==> src/rtl/blink_gen.sv <==
// blink_gen: shared tick prescaler driving N_CH independent off/on/blink/one-shot output channels.
// Latency: a load takes effect at its own edge; oAck and oDone are registered, one cycle after their cause.
// Backpressure: none; every in-range load is accepted at once, out-of-range loads are dropped.
//
// Ports:
//   iClk      - single clock, rising edge
//   iRst      - synchronous active-high reset
//   iLoad     - one-cycle strobe writing {iMode, iHalfPer} into channel iCh
//   iCh       - target channel index for iLoad
//   iMode     - 00 off, 01 on, 10 blink, 11 one-shot
//   iHalfPer  - half-period in prescaler ticks (0 behaves as 1)
//   oAck      - one-cycle acknowledge of an accepted load
//   oTick     - prescaler tick, one cycle every DIV cycles
//   oOut      - per-channel output levels
//   oDone     - per-channel one-shot completion pulse
module blink_gen #(
  parameter int CLK_FREQ = 25_000_000,
  parameter int TICK_HZ  = 10,
  parameter int N_CH     = 4,
  parameter int PER_W    = 8,
  localparam int CH_W    = (N_CH > 1) ? $clog2(N_CH) : 1
) (
  input  logic             iClk,
  input  logic             iRst,
  input  logic             iLoad,
  input  logic [CH_W-1:0]  iCh,
  input  logic [1:0]       iMode,
  input  logic [PER_W-1:0] iHalfPer,
  output logic             oAck,
  output logic             oTick,
  output logic [N_CH-1:0]  oOut,
  output logic [N_CH-1:0]  oDone
);

  // DIV is expected to be at least 2 so the counter has a real wrap point.
  localparam int DIV = CLK_FREQ / TICK_HZ;
  localparam int PW  = (DIV > 1) ? $clog2(DIV) : 1;
  localparam logic [PW-1:0] PRESC_LAST = PW'(DIV - 1);

  typedef enum logic [1:0] {
    MODE_OFF     = 2'b00,
    MODE_ON      = 2'b01,
    MODE_BLINK   = 2'b10,
    MODE_ONESHOT = 2'b11
  } mode_e;

  // ---------------------------------------------------------------------------
  // Prescaler
  // ---------------------------------------------------------------------------
  logic [PW-1:0] presc_q, presc_d;
  logic          tick;

  // Tick is decoded purely from the counter register, so it has no input path.
  assign tick = (presc_q == PRESC_LAST);

  always_comb begin
    presc_d = tick ? '0 : presc_q + 1'b1;
  end

  // ---------------------------------------------------------------------------
  // Load decode
  // ---------------------------------------------------------------------------
  logic            load_ok;
  logic [N_CH-1:0] load_sel;
  logic            ack_d, ack_q;

  // iCh may be wider than needed when N_CH is not a power of two.
  assign load_ok = iLoad && (int'(iCh) < N_CH);
  assign ack_d   = load_ok;

  always_comb begin
    for (int c = 0; c < N_CH; c++) begin
      load_sel[c] = load_ok && (int'(iCh) == c);
    end
  end

  // ---------------------------------------------------------------------------
  // Channel state
  // ---------------------------------------------------------------------------
  mode_e            mode_q [N_CH];
  mode_e            mode_d [N_CH];
  logic [PER_W-1:0] hp_q   [N_CH];
  logic [PER_W-1:0] hp_d   [N_CH];
  logic [PER_W-1:0] cnt_q  [N_CH];
  logic [PER_W-1:0] cnt_d  [N_CH];
  logic [PER_W-1:0] h_last [N_CH];
  logic [N_CH-1:0]  wrap;
  logic [N_CH-1:0]  out_q, out_d;
  logic [N_CH-1:0]  done_q, done_d;

  // Terminal count is H-1 with H = max(half-period, 1); a zero half-period
  // therefore wraps on every tick.
  always_comb begin
    for (int c = 0; c < N_CH; c++) begin
      h_last[c] = (hp_q[c] == '0) ? '0 : hp_q[c] - 1'b1;
      wrap[c]   = (cnt_q[c] == h_last[c]);
    end
  end

  always_comb begin
    for (int c = 0; c < N_CH; c++) begin
      mode_d[c] = mode_q[c];
      hp_d[c]   = hp_q[c];
      cnt_d[c]  = cnt_q[c];
      out_d[c]  = out_q[c];
      done_d[c] = 1'b0;

      if (load_sel[c]) begin
        // A load always wins over a coincident tick on the same channel.
        mode_d[c] = mode_e'(iMode);
        hp_d[c]   = iHalfPer;
        cnt_d[c]  = '0;
        out_d[c]  = (iMode != MODE_OFF);
      end else begin
        case (mode_q[c])
          MODE_OFF: begin
            out_d[c] = 1'b0;
          end
          MODE_ON: begin
            out_d[c] = 1'b1;
          end
          MODE_BLINK: begin
            if (tick) begin
              if (wrap[c]) begin
                cnt_d[c] = '0;
                out_d[c] = ~out_q[c];
              end else begin
                cnt_d[c] = cnt_q[c] + 1'b1;
              end
            end
          end
          MODE_ONESHOT: begin
            if (tick) begin
              if (wrap[c]) begin
                cnt_d[c]  = '0;
                out_d[c]  = 1'b0;
                mode_d[c] = MODE_OFF;
                done_d[c] = 1'b1;
              end else begin
                cnt_d[c] = cnt_q[c] + 1'b1;
              end
            end
          end
          default: begin
            out_d[c] = out_q[c];
          end
        endcase
      end
    end
  end

  // ---------------------------------------------------------------------------
  // Registers
  // ---------------------------------------------------------------------------
  always_ff @(posedge iClk) begin
    if (iRst) begin
      presc_q <= '0;
      ack_q   <= 1'b0;
      out_q   <= '0;
      done_q  <= '0;
      for (int c = 0; c < N_CH; c++) begin
        mode_q[c] <= MODE_OFF;
        hp_q[c]   <= '0;
        cnt_q[c]  <= '0;
      end
    end else begin
      presc_q <= presc_d;
      ack_q   <= ack_d;
      out_q   <= out_d;
      done_q  <= done_d;
      for (int c = 0; c < N_CH; c++) begin
        mode_q[c] <= mode_d[c];
        hp_q[c]   <= hp_d[c];
        cnt_q[c]  <= cnt_d[c];
      end
    end
  end

  assign oTick = tick;
  assign oAck  = ack_q;
  assign oOut  = out_q;
  assign oDone = done_q;

endmodule
==> config.mk <==
export PLATFORM = sky130hd
export DESIGN_NAME = blink_gen
export DESIGN_NICKNAME = d
export VERILOG_FILES = /design/src/rtl/blink_gen.sv
export SDC_FILE = /design/constraint.sdc
export NUM_CORES = 1
export LEC_CHECK = 0
export ABC_AREA = 1
export CAP_MARGIN = 20
export CORE_UTILIZATION = 30
export DETAILED_ROUTE_END_ITERATION = 10
export DONT_BUFFER_PORTS = 1
export SLEW_MARGIN = 5
export SYNTH_ARGS = -nofsm -noshare
export SYNTH_HDL_FRONTEND = slang
export SYNTH_SLANG_ARGS = --single-unit
==> constraint.sdc <==
create_clock -name iClk -period 3.8 [get_ports iClk]
set_input_delay 0 -clock iClk [delete_from_list [all_inputs] [get_ports iClk]]
set_output_delay 0 -clock iClk [all_outputs]
set_load 0.01 [all_outputs]
==> out/metrics.cfg, run 1 <==
[floorplanning]
rows=53
die_h_um=148.1
pin_count=25
floorplan.die_area_mm2=0.02192
die_width_um=148.1
start_util_pct=30.55
core_area_mm2=0.02096

[critical_path]
critPathLaunch=hp_q[1][0]
worst-path-max-fanout=9
critical_path.endpoint_type=register
worst-endpoint-arrival_ps=2800
cp_data_required_time_ps=4040
crit_type=register to register
timing.critical_path.from_type=register
worst_r2r_path_depth=13
reg2reg_setup_slack_ps=1240
rr_endpoint=mode_q[1][0]
timing.rr.start=hp_q[1][0]

[cells_and_area]
insertedDiodeCount=0
ff_latch_area_mm2=0.002062
drive_above_1_share_pct=10.28
area_occupied_by_multi_input_gates_mm2=0.003742
area.growth.synth_to_final_pct=11.75
design.final.nets=1004
fillCellCount=2294
fin_cells=1248
final_design_area_no_fill_mm2=0.007153
post_layout_utilization_of_the_core_pct=34.14

[place]
dp.final_hpwl_mm=11.80
gpl.final_weighted_congestion=0.8457
placed_cells_incl_taps=1213
place_ws_ps=1604
dpl-instance-area_mm2=0.006679
port_buffers=0

[timing]
report.final.setup_viol=0
setup_tns_ps=0
grt_setup_unrepaired=false
setup_slack_ps=1240
hold_viol_final=0
fin_hold_ws_ps=51.83
slew_viol_final=0
max_slew.worst_pin.slew_ps=772.0
finalClockSkew_ps=11.27
finalCritPeriodShare_pct=67.36
highest_clock_rate_mhz=390.7
finalCriticalPeriod_ps=2560
slew_margin_rel_pct=48.41

[routing]
remaining_number_of_nets_flagged_by_the_antenna_check_after_routing=0
routed_wire_length_per_instance_um=12.65
detail_route.vias_per_cell=4.730
drt_wl_total_mm=15.78
route.detailed.drc=0
drt_initial_violations=346
firstDrtPassIters=5
vias=5903

[power]
p_sw_share_pct=30.94
finalPower_mw=2.515
power_report.internal_total_mw=1.737
p_leak_nw=2.854
power.share.sequential_pct=44.9
clock_power_share_pct=36.2
power_per_cell_area_mw_per_mm2=351.6
peakVddDrop_v=0.0001857
power_spent_charging_and_discharging_nets_uw=778.0
comb_power_share_pct=19.0

[global_routing]
first_global_vias=5425
largest_net_degree_at_the_start_of_global_routing=40
groute.usage.overall_pct=14.87
grt_remaining_overflow=0
antenna_violations_before_repair=0
grt_first_pass_wirelength_mm=26.29

[yosys]
synth.cell_area_mm2=0.006401
ys_types=42
synth.ff_latch_count=103
synth_xor_xnor_area_share_pct=3.831
synth_area_leaders=sky130_fd_sc_hd__dfxtp_1 32%, sky130_fd_sc_hd__nand2_1 11%, sky130_fd_sc_hd__inv_1 7.1%
post_syn_nets=988
post_synthesis_average_cell_area_um2=6.724
synth_simple_gate_area_share_pct=39.21
synthDominantAreaCellType=sky130_fd_sc_hd__dfxtp_1
post_synth_mux_area_share_pct=0
synthesis.yosys.warnings=0
synth_compound_gate_area_share_pct=11.32
yosys.area_share.adder_pct=4.105
syn-instance-count=952
synthDominantCellAreaShare_pct=32.21
seq_area_frac_synth_pct=32.21
largest_family_of_logic_cells_by_synthesized_area=simple AND/OR/NAND/NOR gates

[clock_network]
cts-buffers-inserted=9
cts.root.buffer_cell=sky130_fd_sc_hd__clkbuf_16
cts.clk_slew.worst_paths_ps=80
post-cts-setup-buffer-count=0
tritoncts=built
clock_tree.buffer_depth=2
insertion_delay_ps=350
clock_sinks=103
cts-htree-levels=3

[worst_hold_path]
holdPathEnd=oOut[0]
worst_hold_path.num_cells=4
path_category_of_the_worst_min_delay_check=primary input to register
worst_hold_startpoint=iMode[1]

[run_status]
status=completed

[flow_run]
cap_viol_max_count=0

## flip-flops by register name, indices dropped and copies added, names as in the netlist
name and cells:
oDone 4, mode_q 8, cnt_q 32, oOut 4
oAck 1, presc_q 22, hp_q 32
## area by class of cell
cell class                      count  area share [%]
Clock buffer                       11           3.393
Sequential cell                   103           28.83
Multi-Input combinational cell    695           52.32
Inverter                          139           7.312
Clock inverter                      5          0.5772
Tap cell                          275           4.810
Timing Repair Buffer               20           2.764
## metal layers
metal  vias up  part of all wire [%]  global-route usage, %  wire (um)
met5         -                     0                      0          0
met4         0                   2.7                  6.289        430
met3        28                   2.9                  2.853        452
met2        82                    46                  24.60       7330
met1      2666                    48                  18.83       7569
li1       3127                     -                      -          -
## worst max path at each step
stage          slack (ps)  cells past startpoint      endpoint
6_report             1240                     13  mode_q[1][0]
4_1_cts              1250                     13  mode_q[1][0]
2_1_floorplan        1970                     12   cnt_q[1][2]
5_1_grt              1050                     13  mode_q[1][0]
3_5_place_dp         1600                     10   cnt_q[1][3]
3_3_place_gp         1690                     10   cnt_q[1][3]
## cells by family after synthesis
group / after synthesis
simple gates: 510
buf+inv: 154
compound gates: 136
flops: 103
xor+xnor: 28
fa+ha+maj: 21
## synth_stat cells
cell type / number
sky130_fd_sc_hd__a21oi_1: 64
sky130_fd_sc_hd__a31oi_1: 2
sky130_fd_sc_hd__buf_2: 2
sky130_fd_sc_hd__buf_6: 2
sky130_fd_sc_hd__clkbuf_1: 11
sky130_fd_sc_hd__clkinv_1: 4
sky130_fd_sc_hd__clkinv_2: 1
sky130_fd_sc_hd__dfxtp_1: 103
sky130_fd_sc_hd__ha_1: 21
sky130_fd_sc_hd__inv_1: 121
sky130_fd_sc_hd__inv_2: 13
sky130_fd_sc_hd__nand2_1: 188
sky130_fd_sc_hd__nand2_2: 15
sky130_fd_sc_hd__nand2_4: 2
sky130_fd_sc_hd__nand3_1: 77
sky130_fd_sc_hd__nand3_2: 7
sky130_fd_sc_hd__nand3b_1: 6
sky130_fd_sc_hd__nand4_1: 39
sky130_fd_sc_hd__nand4_2: 1
sky130_fd_sc_hd__nand4_4: 1
sky130_fd_sc_hd__nor2_1: 109
sky130_fd_sc_hd__nor2_2: 21
sky130_fd_sc_hd__nor2_4: 7
sky130_fd_sc_hd__nor2_8: 1
sky130_fd_sc_hd__nor3_1: 17
sky130_fd_sc_hd__nor3_2: 6
sky130_fd_sc_hd__nor3_4: 2
sky130_fd_sc_hd__nor3b_1: 2
sky130_fd_sc_hd__nor3b_2: 1
sky130_fd_sc_hd__nor4_1: 3
sky130_fd_sc_hd__nor4_4: 1
sky130_fd_sc_hd__o211ai_1: 2
sky130_fd_sc_hd__o21a_1: 2
sky130_fd_sc_hd__o21ai_0: 57
sky130_fd_sc_hd__o21ai_1: 4
sky130_fd_sc_hd__o21ai_2: 1
sky130_fd_sc_hd__o21ai_4: 2
sky130_fd_sc_hd__o21bai_1: 2
sky130_fd_sc_hd__or2_0: 2
sky130_fd_sc_hd__or2_2: 2
sky130_fd_sc_hd__xnor2_1: 2
sky130_fd_sc_hd__xor2_1: 26
## repair_timing
| action | CTS | global route |
|---|---|---|
| resized for setup | 0 | 0 |
| hold buffers | 19 | 0 |
| hold endpoints to repair | 59 | 0 |
## cell usage in the layout, fill, tap and decap left out, types with 7 or more instances in the layout
master,n
sky130_fd_sc_hd__nand2_1,188
sky130_fd_sc_hd__inv_1,121
sky130_fd_sc_hd__nor2_1,109
sky130_fd_sc_hd__dfxtp_1,103
sky130_fd_sc_hd__nand3_1,77
sky130_fd_sc_hd__a21oi_1,64
sky130_fd_sc_hd__o21ai_0,57
sky130_fd_sc_hd__nand4_1,39
sky130_fd_sc_hd__xor2_1,26
sky130_fd_sc_hd__nor2_2,21
sky130_fd_sc_hd__ha_1,21
sky130_fd_sc_hd__dlygate4sd3_1,19
sky130_fd_sc_hd__nor3_1,17
sky130_fd_sc_hd__nand2_2,15
sky130_fd_sc_hd__inv_2,13
sky130_fd_sc_hd__clkbuf_16,9
sky130_fd_sc_hd__nand3_2,7
sky130_fd_sc_hd__nor2_4,7
## worst max-delay path, stage by stage, from the launching register on
cell	delay (ps)
sky130_fd_sc_hd__dfxtp_1	310
sky130_fd_sc_hd__clkinv_1	180
sky130_fd_sc_hd__ha_1	320
sky130_fd_sc_hd__nand2_1	130
sky130_fd_sc_hd__inv_2	70
sky130_fd_sc_hd__nand2_4	110
sky130_fd_sc_hd__nand3_1	80
sky130_fd_sc_hd__nand2_1	60
sky130_fd_sc_hd__nand2_1	50
sky130_fd_sc_hd__nor2_1	160
sky130_fd_sc_hd__nand4_1	200
sky130_fd_sc_hd__nand3_1	120
sky130_fd_sc_hd__a21oi_1	80
sky130_fd_sc_hd__dlygate4sd3_1	580
## power groups by stage
stage / Sequential (mW) / Combinational (mW) / Clock (mW)
finish: 1.13 / 0.477 / 0.909
global placement: 1.15 / 0.443 / 0
detailed placement: 1.15 / 0.448 / 0
floorplan: 1.15 / 0.387 / 0
CTS: 1.13 / 0.478 / 0.937
global route: 1.13 / 0.543 / 0.979
(Power assumes the default switching activity.)
==> inputs of run 2 (changes only) <==
--- a/config.mk
+++ b/config.mk
@@ -5,7 +5,7 @@
 export SDC_FILE = /design/constraint.sdc
 export NUM_CORES = 1
 export LEC_CHECK = 0
-export ABC_AREA = 1
+export ABC_AREA = 0
 export CAP_MARGIN = 20
 export CORE_UTILIZATION = 30
 export DETAILED_ROUTE_END_ITERATION = 10
==> constraint.sdc (replaced) <==
create_clock -name iClk -period 2.5 [get_ports iClk]
set_input_delay 0 -clock iClk [delete_from_list [all_inputs] [get_ports iClk]]
set_output_delay 0 -clock iClk [all_outputs]
set_load 0.01 [all_outputs]
==> run 2 against run 1 <==
Effect of this change:
- the flow now finishes with violations (setup timing)
- final cell count is 6.7% lower
- worst setup slack lost 1300 ps
- global-route usage up 1.1 points
- critical endpoint is now mode_q[0][0]
- highest routed layer is now met5
==> out/metrics.cfg, run 2 <==
[clock_network]
cts.root.buffer_cell=sky130_fd_sc_hd__clkbuf_16  ; unchanged
cts-htree-levels=3  ; unchanged
clock_tree.buffer_depth=2  ; unchanged
clock_sinks=103  ; unchanged
cts.clk_slew.worst_paths_ps=80  ; about the same
insertion_delay_ps=370  ; was 350 ps
tritoncts=built  ; unchanged
cts-buffers-inserted=9  ; unchanged

[yosys]
async_flop_share_pct=0  ; unchanged
yosys.cell_count.top_type=sky130_fd_sc_hd__nand2_1  ; unchanged
post_syn_nets=847  ; was 988
syn-instance-count=811  ; was 952
synthDominantCellAreaShare_pct=33.31  ; was 32.21%
synth.cell_area_mm2=0.006191  ; was 0.006401 mm^2
seq_area_frac_synth_pct=33.31  ; was 32.21%
post_synthesis_average_cell_area_um2=7.634  ; was 6.724 um^2
synthesis.yosys.warnings=0  ; unchanged
synth.ff_latch_count=103  ; unchanged
synthDominantAreaCellType=sky130_fd_sc_hd__dfxtp_1  ; unchanged
ys_dominant_reg_cell=sky130_fd_sc_hd__dfxtp_1  ; unchanged
synth_area_leaders=sky130_fd_sc_hd__dfxtp_1 33%, sky130_fd_sc_hd__nand2_1 7.5%, sky130_fd_sc_hd__nor2_1 5.4%  ; was sky130_fd_sc_hd__dfxtp_1 32%, sky130_fd_sc_hd__nand2_1 11%, sky130_fd_sc_hd__inv_1 7.1%
ys_types=70  ; was 42
synth_enable_flop_cells=0  ; unchanged
synth.cells.most_frequent=124 x sky130_fd_sc_hd__nand2_1, 103 x sky130_fd_sc_hd__dfxtp_1, 89 x sky130_fd_sc_hd__nor2_1  ; was 188 x sky130_fd_sc_hd__nand2_1, 121 x sky130_fd_sc_hd__inv_1, 109 x sky130_fd_sc_hd__nor2_1

[critical_path]
critical_path.endpoint_type=register  ; unchanged
slowest_delay_ps=540  ; was 580 ps
worst-endpoint-arrival_ps=2810  ; was 2800 ps
worst-path-max-fanout=5  ; was 9
worst-path-buf-inv=0  ; was 3
cp_top_family=compound AO/OA/AOI/OAI gates  ; was simple AND/OR/NAND/NOR gates
cp_data_required_time_ps=2770  ; was 4040 ps
critical_path.slowest_cell=sky130_fd_sc_hd__or4_4  ; was sky130_fd_sc_hd__dlygate4sd3_1
worstPathCellList=or4_4, a2111o_1, and3_1, a2111o_1, nor4_4, a2111oi_1, a31o_1  ; was clkinv_1, ha_1, nand2_1, inv_2, nand2_4, nand3_1, nand2_1, nand2_1, nor2_1, nand4_1, nand3_1, a21oi_1, dlygate4sd3_1
timing.critical_path.from_type=register  ; unchanged
crit_type=register to register  ; unchanged
critPathMostFrequentCell=sky130_fd_sc_hd__a2111o_1  ; was sky130_fd_sc_hd__nand2_1

[routing]
routed_wire_length_per_instance_um=14.59  ; was 12.65 um
detail_route.vias_per_cell=5.174  ; was 4.730
remaining_number_of_nets_flagged_by_the_antenna_check_after_routing=0  ; unchanged
drt_initial_violations=308  ; was 346
vias=6022  ; was 5903
route.detailed.drc=0  ; unchanged
drt_wl_total_mm=16.98  ; was 15.78 mm
firstDrtPassIters=5  ; unchanged

[floorplanning]
start_util_pct=30.60  ; was 30.55%
pin_count=25  ; unchanged
die_width_um=145.7  ; was 148.1 um
core_area_mm2=0.02023  ; was 0.02096 mm^2
die_h_um=145.7  ; was 148.1 um
rows=52  ; was 53
floorplan.die_area_mm2=0.02122  ; was 0.02192 mm^2

[cells_and_area]
drive_above_1_share_pct=19.82  ; was 10.28%
layout.cells.most_common=sky130_fd_sc_hd__nand2_1  ; unchanged
fin_cells=1164  ; was 1248
design.final.nets=924  ; was 1004
layout.cells.most_common_list=123 x sky130_fd_sc_hd__nand2_1, 98 x sky130_fd_sc_hd__dfxtp_1, 84 x sky130_fd_sc_hd__nor2_1  ; was 188 x sky130_fd_sc_hd__nand2_1, 121 x sky130_fd_sc_hd__inv_1, 109 x sky130_fd_sc_hd__nor2_1
ff_latch_area_mm2=0.002068  ; was 0.002062 mm^2
top_regs=cnt_q x32, hp_q x32, presc_q x22  ; unchanged
area.growth.synth_to_final_pct=27.40  ; was 11.75%
area_occupied_by_multi_input_gates_mm2=0.004172  ; was 0.003742 mm^2
final_design_area_no_fill_mm2=0.007888  ; was 0.007153 mm^2
fillCellCount=2036  ; was 2294

[timing]
slew_viol_final=0  ; unchanged
max_slew.worst_pin.slew_ps=572.9  ; was 772.0 ps
report.final.setup_viol=11  ; was 0
finalClockSkew_ps=11.07  ; was 11.27 ps
setup_slack_ps=-44.03  ; was 1240 ps
slew_margin_rel_pct=61.66  ; was 48.41%
grt_setup_unrepaired=true  ; was false
setup_tns_ps=-181.8  ; was 0 ps
finalCritPeriodShare_pct=101.8  ; was 67.36%
hold_viol_final=0  ; unchanged
finalCriticalPeriod_ps=2544  ; was 2560 ps
highest_clock_rate_mhz=393.1  ; was 390.7 MHz

[place]
port_buffers=0  ; unchanged
gpl.final_weighted_congestion=0.8258  ; was 0.8457
dpl-instance-area_mm2=0.006997  ; was 0.006679 mm^2
placed_cells_incl_taps=1120  ; was 1213
dp.final_hpwl_mm=11.71  ; was 11.80 mm

[power]
power_report.internal_total_mw=2.679  ; was 1.737 mW
p_leak_nw=2.847  ; was 2.854 nW
finalPower_mw=3.772  ; was 2.515 mW
power.share.sequential_pct=44.9  ; about the same
comb_power_share_pct=17.5  ; was 19.0%
p_sw_share_pct=28.98  ; was 30.94%
peakVddDrop_v=0.0003253  ; was 0.0001857 V
clock_power_share_pct=37.5  ; was 36.2%
power_spent_charging_and_discharging_nets_mw=1.093  ; was 778.0 uW
power_per_cell_area_mw_per_mm2=478.3  ; was 351.6 mW/mm^2

[flow_run]
cap_viol_max_count=0  ; unchanged

[global_routing]
first_global_vias=5597  ; was 5425
antenna_violations_before_repair=3  ; was 0
grt_first_pass_wirelength_mm=27.45  ; was 26.29 mm
groute.usage.overall_pct=15.93  ; was 14.87%
largest_net_degree_at_the_start_of_global_routing=48  ; was 40
grt_remaining_overflow=0  ; unchanged

[worst_hold_path]
path_category_of_the_worst_min_delay_check=primary input to register  ; unchanged

[run_status]
failing_checks=setup timing
status=complete, but fails checks  ; was completed

[run 2: repair_timing]
item                                    in CTS  in global routing
endpoints found under the setup margin      22                 45
hold buffers                                23                  0
pin swaps                                   13                 32
resized for setup                           28                 53
setup buffers                                2                  2
endpoints found under the hold margin       54                  0
[run 2: power by group through the flow]
| stage | Combinational, mW | Sequential (mW) | Clock, mW |
|---|---|---|---|
| after floorplan | 0.351 | 1.73 | 0 |
| after global placement | 0.500 | 1.73 | 0 |
| after detailed placement | 0.506 | 1.73 | 0 |
| after CTS | 0.598 | 1.69 | 1.46 |
| after global routing | 0.718 | 1.70 | 1.52 |
| final | 0.660 | 1.70 | 1.42 |
[run 2: kinds of logic after synthesis]
logic type | Yosys count | share of synthesized area, %
AO/OA/AOI/OAI | 156 | 16.71
XOR/XNOR | 63 | 8.913
adder cells (fa/ha/maj) | 21 | 4.244
buffers and inverters | 75 | 4.567
flip-flops | 103 | 33.31
multiplexers | 4 | 0.6669
AND/OR/NAND/NOR | 389 | 31.59
[run 2: path summary, 6_finish.rpt]
kind | from | endpoint | slack [ps] | cells after the start
min | iCh[1] | hp_q[2][5] | 60 | 5
max | hp_q[0][0] | mode_q[0][0] | -40 | 7
max reg2reg | hp_q[0][0] | mode_q[0][0] | -40 | 7
min reg2reg | hp_q[1][3] | hp_q[1][3] | 490 | 2
[run 2: worst reg2reg max path, stage by stage, from the launching register on]
cell	delay (ps)
sky130_fd_sc_hd__dfxtp_2	350
sky130_fd_sc_hd__or4_4	540
sky130_fd_sc_hd__a2111o_1	320
sky130_fd_sc_hd__and3_1	180
sky130_fd_sc_hd__a2111o_1	490
sky130_fd_sc_hd__nor4_4	260
sky130_fd_sc_hd__a2111oi_1	130
sky130_fd_sc_hd__a31o_1	190
[run 2: layout make-up]
type                    count  area share [%]
diodes                      1         0.03173
repair buffers            106           11.23
clock inverters             7          0.8249
inverters                  35           1.666
clock buffers               9           2.855
well taps                 270           4.283
flip-flops and latches    103           26.22
multi-input cells         633           52.89
[run 2: metal layers]
layer,track usage (%),part of all wire (%)
met5,0,0.077
met4,5.947,1.6
met3,4.859,7.2
met2,24.78,45
met1,20.68,46
[run 2: through the flow]
step,util (%),hold WS [ps],setup slack [ps]
2_1_floorplan,-,128.2,2.831
3_3_place_gp,34.58,85.47,-226.5
3_5_place_dp,34.58,86.70,-139.9
4_1_cts,37.81,47.24,-52.16
5_1_grt,38.98,96.03,-138.8
6_report,38.98,57.84,-44.03
==> inputs of run 3 (changes only) <==
==> constraint.sdc (replaced) <==
create_clock -name iClk -period 2.4 [get_ports iClk]
set_input_delay 0 -clock iClk [delete_from_list [all_inputs] [get_ports iClk]]
set_output_delay 0 -clock iClk [all_outputs]
set_load 0.01 [all_outputs]
==> run 3 against run 2 <==
Effect of this change:
- the flow still finishes with violations (setup timing)
- global-route usage increased by 0.19 points
- register-to-register slack got worse by 110 ps
- flip-flop and latch count unchanged
- final area increased by 3.5%
- critical path depth unchanged
- fmax decreased by 0.44%
- combinational power increased by 9.7%
- die area unchanged
- critical path type unchanged
- critical endpoint is now cnt_q[0][4]
==> out/metrics.cfg, run 3 (same netlist as run 2, synthesis figures left out) <==
[flow_run]
cap_viol_max_count=0  ; unchanged

[clock_network]
cts-buffers-inserted=9  ; unchanged
cts.clk_slew.worst_paths_ps=70  ; was 80 ps
clock_tree.buffer_depth=2  ; unchanged
tritoncts=built  ; unchanged
cts.root.buffer_cell=sky130_fd_sc_hd__clkbuf_16  ; unchanged
cts-htree-levels=3  ; unchanged
insertion_delay_ps=350  ; was 370 ps
clock_sinks=103  ; unchanged

[cells_and_area]
fillCellCount=2065  ; was 2036
area_occupied_by_multi_input_gates_mm2=0.004228  ; was 0.004172 mm^2
layout.cells.most_common=sky130_fd_sc_hd__nand2_1  ; unchanged
design.final.nets=946  ; was 924
insertedDiodeCount=0  ; was 1
fin_cells=1185  ; was 1164
ff_latch_area_mm2=0.002073  ; was 0.002068 mm^2
layout.cells.most_common_list=121 x sky130_fd_sc_hd__nand2_1, 101 x sky130_fd_sc_hd__buf_4, 96 x sky130_fd_sc_hd__dfxtp_1  ; was 123 x sky130_fd_sc_hd__nand2_1, 98 x sky130_fd_sc_hd__dfxtp_1, 84 x sky130_fd_sc_hd__nor2_1
drive_above_1_share_pct=22.62  ; was 19.82%
area.growth.synth_to_final_pct=31.81  ; was 27.40%
top_regs=cnt_q x32, hp_q x32, presc_q x22  ; unchanged

[critical_path]
timing.rr.start=hp_q[0][0]  ; unchanged
reg2reg_setup_slack_ps=-160  ; was -40 ps
critical_path.endpoint_type=register  ; unchanged
timing.critical_path.from_type=register  ; unchanged
worst_r2r_path_depth=7  ; unchanged
crit_type=register to register  ; unchanged
worst-endpoint-arrival_ps=2800  ; was 2810 ps
worst-path-max-fanout=6  ; was 5
cp_data_required_time_ps=2650  ; was 2770 ps
rr_endpoint=cnt_q[0][4]  ; was mode_q[0][0]

[global_routing]
first_global_vias=5608  ; was 5597
groute.usage.overall_pct=16.12  ; was 15.93%
grt_remaining_overflow=0  ; unchanged
antenna_violations_before_repair=1  ; was 3
grt_first_pass_wirelength_mm=27.76  ; was 27.45 mm
largest_net_degree_at_the_start_of_global_routing=47  ; was 48

[timing]
finalCritPeriodShare_pct=106.5  ; was 101.8%
grt_setup_unrepaired=true  ; unchanged
setup_slack_ps=-155.4  ; was -44.03 ps
setup_tns_ps=-2039  ; was -181.8 ps
slew_viol_final=0  ; unchanged
hold_viol_final=0  ; unchanged
slew_margin_rel_pct=64.50  ; was 61.66%
highest_clock_rate_mhz=391.3  ; was 393.1 MHz
finalCriticalPeriod_ps=2555  ; was 2544 ps
max_slew.worst_pin.slew_ps=530.6  ; was 572.9 ps
finalClockSkew_ps=7.408  ; was 11.07 ps
report.final.setup_viol=28  ; was 11

[run_status]
failing_checks=setup timing  ; unchanged
status=complete, but fails checks  ; unchanged

[worst_hold_path]
worst_hold_startpoint=iCh[1]  ; unchanged
holdPathEnd=hp_q[1][2]  ; was hp_q[2][5]
path_category_of_the_worst_min_delay_check=primary input to register  ; unchanged
worst_hold_path.num_cells=4  ; was 5

[routing]
detail_route.vias_per_cell=5.125  ; was 5.174
remaining_number_of_nets_flagged_by_the_antenna_check_after_routing=0  ; unchanged
drt_initial_violations=325  ; was 308
firstDrtPassIters=5  ; unchanged
route.detailed.drc=0  ; unchanged
drt_wl_total_mm=17.38  ; was 16.98 mm
routed_wire_length_per_instance_um=14.67  ; was 14.59 um
vias=6073  ; was 6022

[power]
power_per_cell_area_mw_per_mm2=497.8  ; was 478.3 mW/mm^2
peakVddDrop_v=0.0002929  ; was 0.0003253 V
p_leak_nw=3.027  ; was 2.847 nW

[floorplanning]
floorplan.die_area_mm2=0.02122  ; unchanged
start_util_pct=30.60  ; unchanged
pin_count=25  ; unchanged
die_width_um=145.7  ; unchanged
rows=52  ; unchanged
die_h_um=145.7  ; unchanged
core_area_mm2=0.02023  ; unchanged

[place]
port_buffers=0  ; unchanged
placed_cells_incl_taps=1131  ; was 1120
dp.final_hpwl_mm=11.78  ; was 11.71 mm
gpl.final_weighted_congestion=0.7874  ; was 0.8258

[run 3: changes by cell type in the layout (fill, tap and decap cells not counted), moves of 3 or more]
cell,delta
sky130_fd_sc_hd__buf_6,-6
sky130_fd_sc_hd__buf_4,+24
sky130_fd_sc_hd__or3_1,-3
sky130_fd_sc_hd__or3_4,+3
sky130_fd_sc_hd__clkbuf_8,+3
sky130_fd_sc_hd__buf_12,+3
[run 3: cell type report]
| class | instances | share of cell area [%] |
|---|---|---|
| multi-input combinational | 633 | 51.81 |
| sequential | 103 | 25.41 |
| inverter | 35 | 1.641 |
| timing repair buffer | 128 | 13.09 |
| clock inverter | 4 | 0.6440 |
| tap | 270 | 4.140 |
| clock buffer | 12 | 3.266 |
[run 3: what timing repair did]
| action | 4_1_cts | 5_1_grt |
|---|---|---|
| pin swaps | 11 | 41 |
| endpoints found under the setup margin | 45 | 47 |
| resized for setup | 28 | 55 |
| hold endpoints to repair | 50 | 0 |
| cloned | 0 | 0 |
| buffers inserted | 4 | 10 |
| hold buffers | 24 | 0 |
[run 3: layer usage]
layer,vias up,global-route usage (%),share of wire [%]
met2,93,27.09,48
met5,-,0,0.075
met4,2,4.105,0.99
li1,3068,-,-
met1,2898,21.14,47
met3,12,3.103,3.4
[run 3: worst max-delay path by stage]
stage / startpoint / slack, ps / end
after CTS: hp_q[0][0] / -130 / mode_q[0][0]
after global placement: hp_q[0][0] / -180 / mode_q[0][0]
after detailed placement: hp_q[0][0] / -200 / mode_q[0][1]
after floorplan: hp_q[0][0] / -60 / mode_q[0][0]
after global routing: hp_q[0][0] / -270 / cnt_q[0][5]
final: hp_q[0][0] / -160 / cnt_q[0][4]
[run 3: critical path, stage by stage, from the launching register on]
cell and delay, ps:
sky130_fd_sc_hd__dfxtp_2 340, sky130_fd_sc_hd__or4_4 530, sky130_fd_sc_hd__a2111o_1 310, sky130_fd_sc_hd__and3_1 170
sky130_fd_sc_hd__a2111o_1 450, sky130_fd_sc_hd__nor4_4 350, sky130_fd_sc_hd__a21o_2 240, sky130_fd_sc_hd__nor2_1 50
[run 3: metrics by stage]
step / total power [mW] / hold WS [ps] / setup slack, ps / area, um^2 / util (%)
finish: 4.062 / 13.83 / -155.4 / 8160 / 40.33
CTS: 4.046 / 3.914 / -125.7 / 7850 / 38.80
global placement: 2.345 / 82.01 / -180.1 / 7126 / 35.22
floorplan: 2.175 / 128.2 / -62.56 / 6248 / -
detailed placement: 2.349 / 81.36 / -201.4 / 7126 / 35.22
global route: 4.230 / 12.35 / -268.4 / 8160 / 40.33
[run 3: where the power goes]
group / internal, mW / switching, mW
sequential: 1.74 / 0.0277
combinational: 0.353 / 0.371
clock: 0.897 / 0.675
total: 2.99 / 1.07
